## src/rtl/raid5_pkg.sv

```systemverilog
// Shared types and constants for the RAID5 3-card stripe write path.
package raid5_pkg;

  typedef logic [1:0] sd_id_t;

  localparam int NUM_SD              = 3;
  localparam int WORDS_PER_BLOCK_DEF = 128;

  typedef enum logic [1:0] {
    IDLE  = 2'd0,
    RUN   = 2'd1,
    DRAIN = 2'd2
  } state_t;

  // Rotation index walks 0,1,2,0,... one step per completed stripe.
  function automatic logic [1:0] next_rot(input logic [1:0] r);
    return (r == 2'(NUM_SD - 1)) ? 2'd0 : r + 2'd1;
  endfunction

endpackage

```

## src/rtl/raid5_rot_map.sv

```systemverilog
// Left-symmetric RAID5 card assignment for 3 cards: rotation index -> card IDs.
module raid5_rot_map
  import raid5_pkg::*;
(
  input  logic [1:0] rot_i,
  output sd_id_t     sram1sd_o,
  output sd_id_t     sram2sd_o,
  output sd_id_t     parity_sd_o
);

  // Parity card is 2-r; data cards follow it cyclically. Index 3 falls back to r=0.
  always_comb begin
    sram1sd_o   = 2'd0;
    sram2sd_o   = 2'd1;
    parity_sd_o = 2'd2;
    case (rot_i)
      2'd1: begin
        sram1sd_o   = 2'd2;
        sram2sd_o   = 2'd0;
        parity_sd_o = 2'd1;
      end
      2'd2: begin
        sram1sd_o   = 2'd1;
        sram2sd_o   = 2'd2;
        parity_sd_o = 2'd0;
      end
      default: ;
    endcase
  end

endmodule

```

## src/rtl/raid5_stripe_parity.sv

```systemverilog
// Registers SRAM word pairs with their XOR parity and per-stripe rotating SD card IDs.
module raid5_stripe_parity
  import raid5_pkg::*;
#(
  parameter int WORDS_PER_BLOCK = WORDS_PER_BLOCK_DEF,
  parameter int CNT_W           = 8
) (
  input  logic        clk,
  input  logic        n_rst,
  input  logic        start,
  input  logic [15:0] num_stripes,
  input  logic        in_valid,
  output logic        in_ready,
  input  logic [31:0] sram1_in,
  input  logic [31:0] sram2_in,
  output logic        out_valid,
  input  logic        out_ready,
  output logic [31:0] sram1,
  output logic [31:0] sram2,
  output logic [31:0] parity,
  output logic [1:0]  sram1sd,
  output logic [1:0]  sram2sd,
  output logic        stripe_done,
  output logic        busy,
  output logic        xfer_done,
  output logic [1:0]  dbg_state,
  output logic [1:0]  dbg_parity_sd
);

  // Handshakes: a transfer happens on a rising clk edge where valid && ready.
  // valid never depends on ready; the payload is held stable while valid && !ready.

  localparam logic [CNT_W-1:0] LAST_WORD = CNT_W'(WORDS_PER_BLOCK - 1);

  state_t           state_q, state_d;
  logic [15:0]      stripes_q, stripes_d;
  logic [15:0]      stripe_cnt_q, stripe_cnt_d;
  logic [CNT_W-1:0] word_cnt_q, word_cnt_d;
  logic [1:0]       rot_q, rot_d;
  logic [31:0]      s1_q, s1_d, s2_q, s2_d, par_q, par_d;
  sd_id_t           sd1_q, sd1_d, sd2_q, sd2_d;
  logic             last_q, last_d, final_q, final_d;
  logic             ov_q, ov_d;
  logic             sdone_q, sdone_d, xdone_q, xdone_d;

  sd_id_t map_sd1, map_sd2, map_psd;
  logic   handshake, accept, last_word, last_stripe;

  raid5_rot_map u_rot_map (
    .rot_i       (rot_q),
    .sram1sd_o   (map_sd1),
    .sram2sd_o   (map_sd2),
    .parity_sd_o (map_psd)
  );

  assign handshake   = ov_q && out_ready;
  assign in_ready    = (state_q == RUN) && (!ov_q || out_ready);
  assign accept      = in_valid && in_ready;
  assign last_word   = (word_cnt_q == LAST_WORD);
  assign last_stripe = (stripe_cnt_q == stripes_q - 16'd1);

  always_comb begin
    state_d      = state_q;
    stripes_d    = stripes_q;
    stripe_cnt_d = stripe_cnt_q;
    word_cnt_d   = word_cnt_q;
    rot_d        = rot_q;
    s1_d         = s1_q;
    s2_d         = s2_q;
    par_d        = par_q;
    sd1_d        = sd1_q;
    sd2_d        = sd2_q;
    last_d       = last_q;
    final_d      = final_q;
    ov_d         = ov_q;
    sdone_d      = handshake && last_q;
    xdone_d      = handshake && final_q;

    case (state_q)
      IDLE: begin
        if (start) begin
          if (num_stripes != 16'd0) begin
            stripes_d    = num_stripes;
            stripe_cnt_d = 16'd0;
            word_cnt_d   = '0;
            rot_d        = 2'd0;
            state_d      = RUN;
          end else begin
            xdone_d = 1'b1;
          end
        end
      end
      RUN:     if (accept && last_word && last_stripe) state_d = DRAIN;
      DRAIN:   if (handshake && final_q) state_d = IDLE;
      default: state_d = IDLE;
    endcase

    // IDs travel with each word so a stalled last word keeps its stripe's mapping.
    if (accept) begin
      s1_d    = sram1_in;
      s2_d    = sram2_in;
      par_d   = sram1_in ^ sram2_in;
      sd1_d   = map_sd1;
      sd2_d   = map_sd2;
      last_d  = last_word;
      final_d = last_word && last_stripe;
      ov_d    = 1'b1;
      if (last_word) begin
        word_cnt_d   = '0;
        rot_d        = next_rot(rot_q);
        stripe_cnt_d = stripe_cnt_q + 16'd1;
      end else begin
        word_cnt_d = word_cnt_q + CNT_W'(1);
      end
    end else if (out_ready) begin
      ov_d = 1'b0;
    end
  end

  always_ff @(posedge clk or negedge n_rst) begin
    if (!n_rst) begin
      state_q      <= IDLE;
      stripes_q    <= 16'd0;
      stripe_cnt_q <= 16'd0;
      word_cnt_q   <= '0;
      rot_q        <= 2'd0;
      s1_q         <= 32'd0;
      s2_q         <= 32'd0;
      par_q        <= 32'd0;
      sd1_q        <= 2'd0;
      sd2_q        <= 2'd1;
      last_q       <= 1'b0;
      final_q      <= 1'b0;
      ov_q         <= 1'b0;
      sdone_q      <= 1'b0;
      xdone_q      <= 1'b0;
    end else begin
      state_q      <= state_d;
      stripes_q    <= stripes_d;
      stripe_cnt_q <= stripe_cnt_d;
      word_cnt_q   <= word_cnt_d;
      rot_q        <= rot_d;
      s1_q         <= s1_d;
      s2_q         <= s2_d;
      par_q        <= par_d;
      sd1_q        <= sd1_d;
      sd2_q        <= sd2_d;
      last_q       <= last_d;
      final_q      <= final_d;
      ov_q         <= ov_d;
      sdone_q      <= sdone_d;
      xdone_q      <= xdone_d;
    end
  end

  assign out_valid     = ov_q;
  assign sram1         = s1_q;
  assign sram2         = s2_q;
  assign parity        = par_q;
  assign sram1sd       = sd1_q;
  assign sram2sd       = sd2_q;
  assign stripe_done   = sdone_q;
  assign xfer_done     = xdone_q;
  assign busy          = (state_q != IDLE);
  assign dbg_state     = state_q;
  assign dbg_parity_sd = map_psd;

endmodule

```

## config.mk

```make
export PLATFORM = sky130hd
export DESIGN_NAME = raid5_stripe_parity
export DESIGN_NICKNAME = d
export VERILOG_FILES = /design/src/rtl/raid5_pkg.sv /design/src/rtl/raid5_rot_map.sv /design/src/rtl/raid5_stripe_parity.sv
export SDC_FILE = /design/constraint.sdc
export NUM_CORES = 1
export LEC_CHECK = 0
export BUFFER_PORTS_ARGS = -buffer_cell sky130_fd_sc_hd__buf_4
export CORE_ASPECT_RATIO = 1.5
export CORE_MARGIN = 4
export CORE_UTILIZATION = 40
export CTS_CLUSTER_DIAMETER = 100
export DETAILED_ROUTE_END_ITERATION = 7
export PLACE_DENSITY = 0.73
export SLEW_MARGIN = 20
export SYNTH_ARGS = -nofsm -noshare
export SYNTH_HDL_FRONTEND = slang
export SYNTH_SLANG_ARGS = --single-unit
```

## constraint.sdc

```tcl
create_clock -name clk -period 4 [get_ports clk]
set_input_delay 1.2 -clock clk [delete_from_list [all_inputs] [get_ports clk]]
set_output_delay 1.2 -clock clk [all_outputs]
set_load 0.02 [all_outputs]
```

### After elaboration in Yosys (flattened, before gate mapping)

Cells that the tools add are included.

| word-level totals | value |
|---|---|
| output and inout bits | 109 |
| input bits | 85 |
| flip-flop bits (word level) | 149 |
| logic and storage cells | 79 |
| memory bits (writable) | 0 |
| latch bits | 0 |
| bits in read-only memories | 0 |
| memories kept | 0 |

| cells by class | value |
|---|---|
| equality and inequality tests | 10 |
| multiply operators | 0 |
| bitwise operators | 1 |
| $add $sub $neg | 4 |
| divide/modulo/power cells | 0 |
| $lt $le $gt $ge | 0 |
| shift operators | 0 |
| multiplexer cells | 29 |
| reduce and logical (&&, ||, !) cells | 20 |

Operators by type and width:

| operator | count |
|---|---|
| $mux 16 | 5 |
| $mux 8 | 5 |
| $xor 32x32->32 | 1 |
| $mux 2 | 10 |
| $add 16x1->16 const B | 1 |
| $eq 16x16->1 | 1 |
| $reduce_bool 16->1 | 1 |
| $sub 16x1->16 const B | 1 |
| $pmux 2 s2 | 3 |
| $reduce_bool 2->1 | 5 |
| $add 8x1->8 const B | 1 |
| $eq 8x7->1 const B | 1 |
| $logic_and 1x1->1 | 8 |
| $ne 2x2->1 const B | 3 |
| $pmux 2 s3 | 1 |
| $reduce_and 3->1 | 2 |
| $mux 1 | 5 |
| $eq 2x1->1 const B | 2 |
| $eq 2x2->1 const B | 2 |
| $reduce_and 4->1 | 1 |
| $add 2x1->2 const B | 1 |
| $logic_not 2->1 | 1 |
| $ne 2x1->1 const B | 1 |
| $logic_not 1->1 | 1 |
| $logic_or 1x1->1 | 1 |

### Longest topological paths before layout

Gate-level depths: netlist of run 1.

| depth | value |
|---|---|
| word-level depth | 8 |
| gate-level depth with buffers | 9 |
| depth with buffers taken out | 9 |

### Modules after synthesis

From an unflattened synthesis of run 1, not the netlist that was laid out.

| unflattened totals | value |
|---|---|
| cells, all modules | 740 |
| area total of the unflattened synthesis | 6688.9 sq um |

By module, submodules not included:

| module | times used | seq. area each (sq um) | cells each | area an instance (sq um) |
|---|---|---|---|---|
| raid5_stripe_parity | 1 | 3729.8 | 733 | 6633.9 |
| raid5_rot_map | 1 | 0.0 | 7 | 55.1 |

### Worst setup path before layout of run 1

OpenSTA, ideal clock, no wires.

| timing | value |
|---|---|
| kind | register to register |
| start point | register stripes_q[6] |
| end point | register state_q[0] (netlist: dbg_state[0]) |
| stages on the path, launching flop included | 9 |
| setup slack | 929 ps |
| path buffers | 1 |
| arrival time | 2930 ps |
| data required time | 3860 ps |
| setup time | 140 ps |
| period minus slack after synthesis | 3071 ps |
| cells stage by stage | dfrtp_1 -> buf_6 -> or4_4 -> or4b_4 -> or4b_1 -> xnor2_1 -> or4_1 -> nor4_2 -> o31ai_1 |

| on the way | value |
|---|---|
| word-level cells in the longest chain between the ends | 5 |

RTL lines:

| element | RTL line | RTL |
|---|---|---|
| from (decl) | raid5_stripe_parity.sv:36 | `logic [15:0] stripes_q, stripes_d;` |
| from (signal assigned) | raid5_stripe_parity.sv:139 | `stripes_q <= stripes_d;` |
| $sub 16x1->16 | raid5_stripe_parity.sv:60 | `assign last_stripe = (stripe_cnt_q == stripes_q - 16'd1);` |
| $eq 16x16->1 | raid5_stripe_parity.sv:60 |  |
| $logic_and 1x1->1 | raid5_stripe_parity.sv:93 | `RUN: if (accept && last_word && last_stripe) state_d = DRAIN;` |
| $ne 2x1->1 (no source line) | n/a |  |
| $reduce_and 4->1 (no source line) | n/a |  |
| to (signal assigned) | raid5_stripe_parity.sv:138 | `state_q <= state_d;` |
| to (decl) | raid5_stripe_parity.sv:35 | `state_t state_q, state_d;` |

No other way between the ends.
A chain may end at the register's enable or synchronous reset.

### Worst setup path after layout of run 1

Ends and elaborated chain as after synthesis.

==> flow_summary.ini, run 1 <==
[clocking]
cts-htree-levels = 4
cts_resized = 0
clkSinkCount = 148
clk_latency_ns = 0.42
postCtsHoldBufs = 0
clockBufferDepth = 2
clock-root-buffer = clkbuf_16
cts_buffers = 17
clkTransAtPathRegs_ns = 0.06
post-cts-setup-buffer-count = 0
cts_tree = done

[synth]
synth_fa_ha_area_frac = 0.0113
synth_seq_cells = 148
synthesis.nets = 817
synth_largest_area_cell = dfrtp_1
synth_top_family_by_area = simple AND/OR/NAND/NOR gates
synth_edf_count = 0
seq_area_frac_synth = 0.558
synth.area.top_cells = dfrtp_1, nand2_1, xnor2_1, o21ai_0, xor2_1
syn_avg_cell_area_sq_um = 9.14
yosys.area_share.simple = 0.250
yosysUniqueCellTypes = 50
synth_compound_area_frac = 0.0681
yosysMostFrequentCell = nand2_1
muxShareOfSynthArea = 0.00924
synth_xor_xnor_area_share = 0.0726
yosysWarnings = 0
post_synth_inst_count = 726
async_reset_ff_frac = 1.00
syn-cell-area_sq_mm = 0.00664
synth_top_flop_cell = dfrtp_1
netlist.area_leader.share = 0.554
synthTopCellsByCount = nand2_1, dfrtp_1, o21ai_0

[pwr]
total_power_w = 0.00409
power_density_mw_per_mm2 = 463
max-vdd-ir-drop_uv = 287
leakage_nw = 4.53

[hold_path]
hold_path_class = reg2reg
hold_depth = 2

[floorplanning]
die_width_um = 113
start_util = 0.408
rows = 57
ioPinCount = 194
core_sq_mm = 0.0163
die_area_sq_mm = 0.0188
fp.dieH_um = 166

[timing]
period_needed_ns = 3.24
setup_viol = 0
tns_ns = 0
clock_skew_ns = 0.0122
worst_pin_slew_ns = 0.897
max_slew_margin = 0.401
rsz0062_at_grt = false
finalMaxSlewViolations = 0
finalHoldViolCount = 0
fin_crit_sh = 0.809
max_freq_mhz = 309

[grt]
grt_pass1_vias = 5765
overflow = 0
grtUsageTotal = 0.193
antenna_found_initial = 1
grt_max_degree = 86
grt_pass1_wl_um = 29000

[setup_path]
worstPathRequired_ns = 4.26
cp-start-kind = register
cp.arrival_ns = 3.49
cp-end-kind = register
r2r_cells = 7
critPathKind = reg2reg
worst-path-max-fanout = 9

[placed_design]
post_dp_cell_area_sq_mm = 0.00828
place.gp.congestion = 0.816
dpl.hpwl_um = 12800
portBuffers = 193

[cells_and_area]
diodes = 0
final_util = 0.544
nets = 998
final_cell_area_sq_mm = 0.00884
syn_to_final_growth_pct = 33.2
drive_gt1_frac = 0.264

[routing]
wl_per_cell_um = 15.6
wl_um = 17600
drt_first_pass_iters = 4
drc = 0
viasPerCell = 4.95
final_antenna_net_count = 0
drtIter0Drc = 217
vias = 5568

[outcome]
run_status = finished, final reports clean

[job]
cap_viol_max_count = 0
==> per-layer routing <==
layer | global-route usage | up-vias | share of wire
met1 | 0.211 | 2645 | 0.37
met5 | 0 | - | 0.00074
li1 | - | 2714 | -
met3 | 0.0722 | 34 | 0.083
met4 | 0.0805 | 2 | 0.028
met2 | 0.332 | 173 | 0.51
==> critical path, cell delays in order, from the launching register on <==
cell and delay [ns]:
dfrtp_1 0.47, or4_4 0.53, or4b_4 0.53, or4b_1 0.50, xnor2_1 0.15, or4_1 0.53
nor4_2 0.26, o31ai_1 0.10
==> per-stage QoR <==
stage | hold WS, ns | std cells | worst slack, ns
floorplan | 0.443 | 726 | 0.929
global placement | 0.459 | 1094 | 0.800
detailed placement | 0.464 | 1094 | 0.772
CTS | 0.479 | 1124 | 0.759
global route | 0.501 | 1124 | 0.618
finish | 0.473 | 1124 | 0.762
==> flip-flops by register name (all words and copies together) (netlist names) <==
signal        flops
dbg_state         2
final_q           1
last_q            1
out_valid         1
parity           32
rot_q             2
sram1            32
sram1sd           2
sram2            32
sram2sd           1
stripe_cnt_q     16
stripe_done       1
stripes_q        16
word_cnt_q        8
xfer_done         1
==> cell families (layout without fill, tap and decap cells) <==
| kind of cell | count (synthesis) | count (layout) |
|---|---|---|
| AOI/OAI and AO/OA | 78 | 78 |
| xor gates and xnor gates | 55 | 55 |
| adders and majority gates | 6 | 6 |
| buffers and inverters | 48 | 240 |
| DFF | 148 | 148 |
| muxes | 6 | 6 |
| and+or+nand+nor | 385 | 385 |
==> path summary, 6_finish.rpt <==
| kind | start | to | slack [ns] |
|---|---|---|---|
| max | stripes_q[6] | dbg_state[0] | 0.76 |
| min | sram1[24] | sram1[24] | 0.47 |
| max reg2reg | stripes_q[6] | dbg_state[0] | 0.76 |
| min reg2reg | sram1[24] | sram1[24] | 0.47 |
| max in group asynchronous | n_rst | stripe_cnt_q[0] | 2.39 |
| min in group asynchronous | n_rst | sram2[14] | 0.77 |
==> cell type report <==
class,instances,area (sq um)
inverter,10,37.5
sequential,148,3700
multi-input combinational,530,2750
clock inverter,12,134
fill,1512,7420
tap,206,258
timing repair buffer,200,1530
clock buffer,18,429
==> cell usage in the layout, fill, tap and decap left out, types with 6 or more instances in the layout <==
master and n:
nand2_1 292, buf_4 197, dfrtp_1 147, o21ai_0 53, xnor2_1 42, nor2_1 21, clkbuf_16 17, nand4_1 14
xor2_1 13, nand3_1 11, inv_1 10, nor4_1 6, nor3_1 6, ha_1 6
==> power by group <==
group / leakage, nW / total [W] / switching (W) / internal [W]
Sequential: 1.88 / 0.00176 / 0.0000980 / 0.00166
Combinational: 2.39 / 0.000800 / 0.000465 / 0.000335
Clock: 0.260 / 0.00153 / 0.000620 / 0.000911
Total: 4.53 / 0.00409 / 0.00118 / 0.00291
No activity file was read; power rests on OpenSTA's default activity.
==> inputs of run 2 (changes only) <==
==> constraint.sdc (replaced) <==
create_clock -name clk -period 3.4 [get_ports clk]
set_input_delay 1.02 -clock clk [delete_from_list [all_inputs] [get_ports clk]]
set_output_delay 1.02 -clock clk [all_outputs]
set_load 0.02 [all_outputs]
==> run 2 against run 1 <==
Against the previous run:
- clock skew fell by 0.0012 ns
- final area increased by 0.62%
- sequential share of layout area down 0.26 points
- via count fell by 0.20%
- critical path depth stayed put
- clock power rose by 20%
- setup slack lost 0.55 ns
- combinational power increased by 18%
- fmax rose by 1.5%
- worst hold slack better by 0.00092 ns
- clock-buffer cell count unchanged
- die area unchanged
- critical endpoint unchanged
- largest cell class unchanged
==> flow_summary.ini, run 2 (synthesis results as in run 1) <==
[hold_path]
hold_path_class = reg2reg
hold_depth = 2
hold-path-endpoint = sram1[8]
hold_start = sram1[8]

[grt]
grt_max_degree = 139
overflow = 0
antenna_found_initial = 0
grt_pass1_vias = 5543
grtUsageTotal = 0.188
grt_pass1_wl_um = 28100

[pwr]
p_sw_w = 0.00145
p_int_w = 0.00338
switching_share = 0.301
pwr-share-clk = 0.378
p_comb_frac = 0.195
power_density_mw_per_mm2 = 543
power.share.sequential = 0.427
leakage_nw = 4.57
max-vdd-ir-drop_uv = 379

[clocking]
cts_tree = done
clkTransAtPathRegs_ns = 0.07
postCtsHoldBufs = 0
clock-root-buffer = clkbuf_16
cts_buffers = 17
clk_latency_ns = 0.41
post-cts-setup-buffer-count = 0
clkSinkCount = 148
cts_resized = 0
cts-htree-levels = 4
clockBufferDepth = 2

[setup_path]
max_stage_delay_ns = 0.55
worstReg2RegStart = stripes_q[5]
cp_top_family = simple AND/OR/NAND/NOR gates
worstPathRequired_ns = 3.68
worst-path-buf-inv = 0
r2r_cells = 7
critPathKind = reg2reg
path_cells = or4_4, or4b_4, or4b_1, xnor2_1, or4_1, nor4_2, o31ai_1
cp-start-kind = register
cp.arrival_ns = 3.47
reg2reg_slack_ns = 0.21
r2r-end = dbg_state[0]
cp_slowest_cell = or4_4
cp-end-kind = register
worst-path-max-fanout = 7

[timing]
setup_viol = 0
tns_ns = 0
clock_skew_ns = 0.0110
max_slew_margin = 0.610
worst_pin_slew_ns = 0.583
fin_crit_sh = 0.938
period_needed_ns = 3.19
finalMaxSlewViolations = 0
max_freq_mhz = 314
finalHoldViolCount = 0
rsz0062_at_grt = false

[floorplanning]
core_sq_mm = 0.0163
rows = 57
start_util = 0.408
die_width_um = 113
ioPinCount = 194
die_area_sq_mm = 0.0188
fp.dieH_um = 166

[routing]
drtIter0Drc = 277
wl_per_cell_um = 15.2
drc = 0
drt_first_pass_iters = 4
final_antenna_net_count = 0
vias = 5557
wl_um = 17100
viasPerCell = 4.92

[placed_design]
dpl.hpwl_um = 12500
dp.cells = 1097
place.gp.congestion = 0.805
portBuffers = 193
post_dp_cell_area_sq_mm = 0.00832

[cells_and_area]
final_cell_mix = nand2_1, buf_4, dfrtp_1, o21ai_0, xnor2_1
diodes = 0
final_common_cell = nand2_1
nets = 1001
filler_cell_count = 1472
multi_input_area_sq_mm = 0.00275
drive_gt1_frac = 0.268
final_cell_area_sq_mm = 0.00889
syn_to_final_growth_pct = 34.0
regArea_sq_mm = 0.00370
instances_no_fill = 1129

[job]
cap_viol_max_count = 0

[outcome]
run_status = finished, final reports clean
[run 2: cell type report]
class / instances / share of cell area
inverters: 10 / 0.00422
multi-input cells: 530 / 0.309
well taps: 206 / 0.0290
repair buffers: 203 / 0.177
flip-flops and latches: 148 / 0.417
clock buffers: 18 / 0.0483
clock inverters: 14 / 0.0159
[run 2: metal layers]
layer  vias up  track usage  part of all wire
met1      2639        0.217              0.38
met3        16       0.0791             0.091
met2       178        0.312              0.51
met4         0       0.0638             0.014
met5         -            0                 0
li1       2724            -                 -
[run 2: tightest hold or removal path, stage by stage, from the launching register on]
cell	delay (ns)
dfrtp_1	0.34
nand2_1	0.05
nand2_1	0.05
[run 2: worst max-delay path by stage]
| stage | from | slack [ns] | cells after the start | end |
|---|---|---|---|---|
| 2_1_floorplan | stripes_q[6] | 0.33 | 8 | dbg_state[0] |
| 3_3_place_gp | stripes_q[5] | 0.25 | 7 | dbg_state[0] |
| 3_5_place_dp | stripes_q[5] | 0.20 | 7 | dbg_state[0] |
| 4_1_cts | stripes_q[5] | 0.20 | 7 | dbg_state[0] |
| 5_1_grt | stripes_q[5] | 0.09 | 7 | dbg_state[0] |
| 6_report | stripes_q[5] | 0.21 | 7 | dbg_state[0] |
[run 2: power by group through the flow]
| stage | Combinational [W] | Clock [W] | Sequential [W] |
|---|---|---|---|
| global route | 0.00103 | 0.00195 | 0.00209 |
| CTS | 0.000961 | 0.00187 | 0.00207 |
| floorplan | 0.000238 | 0 | 0.00230 |
| global placement | 0.000947 | 0 | 0.00209 |
| finish | 0.000942 | 0.00183 | 0.00206 |
| detailed placement | 0.000961 | 0 | 0.00209 |
[run 2: per-stage QoR]
step	hold slack (ns)	power (W)	util	setup slack [ns]
6_report	0.473	0.00483	0.547	0.211
5_1_grt	0.504	0.00507	0.547	0.0871
4_1_cts	0.480	0.00490	0.547	0.195
3_5_place_dp	0.463	0.00305	0.512	0.198
3_3_place_gp	0.459	0.00303	0.512	0.250
2_1_floorplan	0.443	0.00253	-	0.329
==> inputs of run 3 (changes only) <==
--- a/config.mk
+++ b/config.mk
@@ -8,10 +8,10 @@
 export BUFFER_PORTS_ARGS = -buffer_cell sky130_fd_sc_hd__buf_4
 export CORE_ASPECT_RATIO = 1.5
 export CORE_MARGIN = 4
-export CORE_UTILIZATION = 40
+export CORE_UTILIZATION = 45
 export CTS_CLUSTER_DIAMETER = 100
 export DETAILED_ROUTE_END_ITERATION = 7
-export PLACE_DENSITY = 0.73
+export PLACE_DENSITY = 0.8
 export SLEW_MARGIN = 20
 export SYNTH_ARGS = -nofsm -noshare
 export SYNTH_HDL_FRONTEND = slang
==> run 3 against run 2 <==
Against the previous run:
- fmax fell by 1.2%
- final area barely moved
- clock power rose by 5%
- cell count fell by 0.97%
- worst hold slack improved by 0.0011 ns
- combinational power barely moved
- sequential cell count did not move
- sequential share of layout area barely moved
- core utilization rose by 6.5 points
- global-route usage rose by 2.4 points
==> flow_summary.ini, run 3 (synthesis results as in run 1) <==
[outcome]
run_status = finished, final reports clean

[cells_and_area]
diodes = 0
final_util = 0.612
instances_no_fill = 1118
final_cell_mix = nand2_1, buf_4, dfrtp_1, o21ai_0, xnor2_1
nets = 1000
syn_to_final_growth_pct = 33.9
filler_cell_count = 1188
final_common_cell = nand2_1
drive_gt1_frac = 0.267

[routing]
final_antenna_net_count = 0
drc = 0
wl_um = 17100
wl_per_cell_um = 15.3
viasPerCell = 5.01
vias = 5603
drt_first_pass_iters = 4
drtIter0Drc = 236

[pwr]
switching_share = 0.289
max-vdd-ir-drop_uv = 360
p_int_w = 0.00350
p_sw_w = 0.00143
leakage_nw = 4.57
power_density_mw_per_mm2 = 554
power.share.sequential = 0.419
p_comb_frac = 0.191
pwr-share-clk = 0.390

[setup_path]
cp-start-kind = register
critPathKind = reg2reg
cp.arrival_ns = 3.52
worstPathRequired_ns = 3.69
cp-end-kind = register
worst-path-max-fanout = 7

[placed_design]
portBuffers = 193
dpl.hpwl_um = 12400
dp.cells = 1086
place.gp.congestion = 0.836

[clocking]
cts_resized = 0
clockBufferDepth = 2
clkTransAtPathRegs_ns = 0.06
clock-root-buffer = clkbuf_16
clkSinkCount = 148
postCtsHoldBufs = 0
cts-htree-levels = 4
cts_buffers = 17
post-cts-setup-buffer-count = 0
cts_tree = done
clk_latency_ns = 0.42

[timing]
tns_ns = 0
finalHoldViolCount = 0
holdWs_ns = 0.475
clock_skew_ns = 0.00967
finalMaxSlewViolations = 0
fin_crit_sh = 0.950
rsz0062_at_grt = false
max_slew_margin = 0.514
period_needed_ns = 3.23
setup_viol = 0
worst_pin_slew_ns = 0.729
max_freq_mhz = 310

[grt]
grt_max_degree = 139
antenna_found_initial = 0
grt_pass1_wl_um = 27800
grtUsageTotal = 0.211
grt_pass1_vias = 5657
overflow = 0

[floorplanning]
core_sq_mm = 0.0145
die_area_sq_mm = 0.0168
fp.dieH_um = 157
rows = 54
start_util = 0.457
ioPinCount = 194
die_width_um = 107

[job]
cap_viol_max_count = 0

[hold_path]
hold_path_class = reg2reg
==> run 3: cell types whose count changed in the layout (fill, tap and decap cells not counted) <==
cell       change
clkinv_4       +1
clkinv_2       -2
clkbuf_8       +3
buf_12         -2
inv_8          -2
bufinv_16      +1
inv_6          -1
buf_4          +1
==> run 3: final cells by class <==
cell class,count,area [sq um],area share
sequential,148,3700,0.417
multi-input combinational,530,2750,0.309
timing repair buffer,202,1550,0.174
clock buffer,21,470,0.0529
tap,196,245,0.0276
clock inverter,11,139,0.0156
inverter,10,37.5,0.00422
==> run 3: power groups by stage <==
stage               combinational [W]  clock, W  sequential (W)
global placement             0.000937         0         0.00209
floorplan                    0.000238         0         0.00230
global route                  0.00103   0.00205         0.00209
detailed placement           0.000955         0         0.00209
finish                       0.000941   0.00192         0.00206
CTS                          0.000955   0.00196         0.00206
==> run 3: worst paths after layout <==
kind                                      end  depth (start not counted)    startpoint  slack, ns
worst max-delay path             dbg_state[0]                          7  stripes_q[5]       0.17
worst min-delay path                sram1[30]                          2     sram1[30]       0.47
worst max register to register   dbg_state[0]                          7  stripes_q[5]       0.17
worst min register to register      sram1[30]                          2     sram1[30]       0.47
max in group asynchronous       stripes_q[11]                          2         n_rst       1.91
min in group asynchronous            sram1[9]                          1         n_rst       0.56
==> run 3: metrics by stage <==
step | cell area (sq um) | power [W] | setup slack (ns)
detailed placement | 8280 | 0.00304 | 0.178
floorplan | 6640 | 0.00253 | 0.329
CTS | 8890 | 0.00498 | 0.163
global route | 8890 | 0.00516 | 0.00338
global placement | 8280 | 0.00302 | 0.233
finish | 8890 | 0.00493 | 0.171
==> run 3: critical path, stage by stage, from the launching register on <==
cell,delay (ns)
dfrtp_1,0.45
or4_4,0.56
or4b_4,0.53
or4b_1,0.50
xnor2_1,0.14
or4_1,0.53
nor4_2,0.27
o31ai_1,0.11
==> run 3: routing by layer <==
layer | vias to the layer above | part of all wire | GRT usage
li1 | 2722 | - | -
met2 | 182 | 0.50 | 0.350
met4 | 0 | 0.027 | 0.0865
met5 | - | 0 | 0
met1 | 2666 | 0.38 | 0.238
met3 | 33 | 0.094 | 0.0916
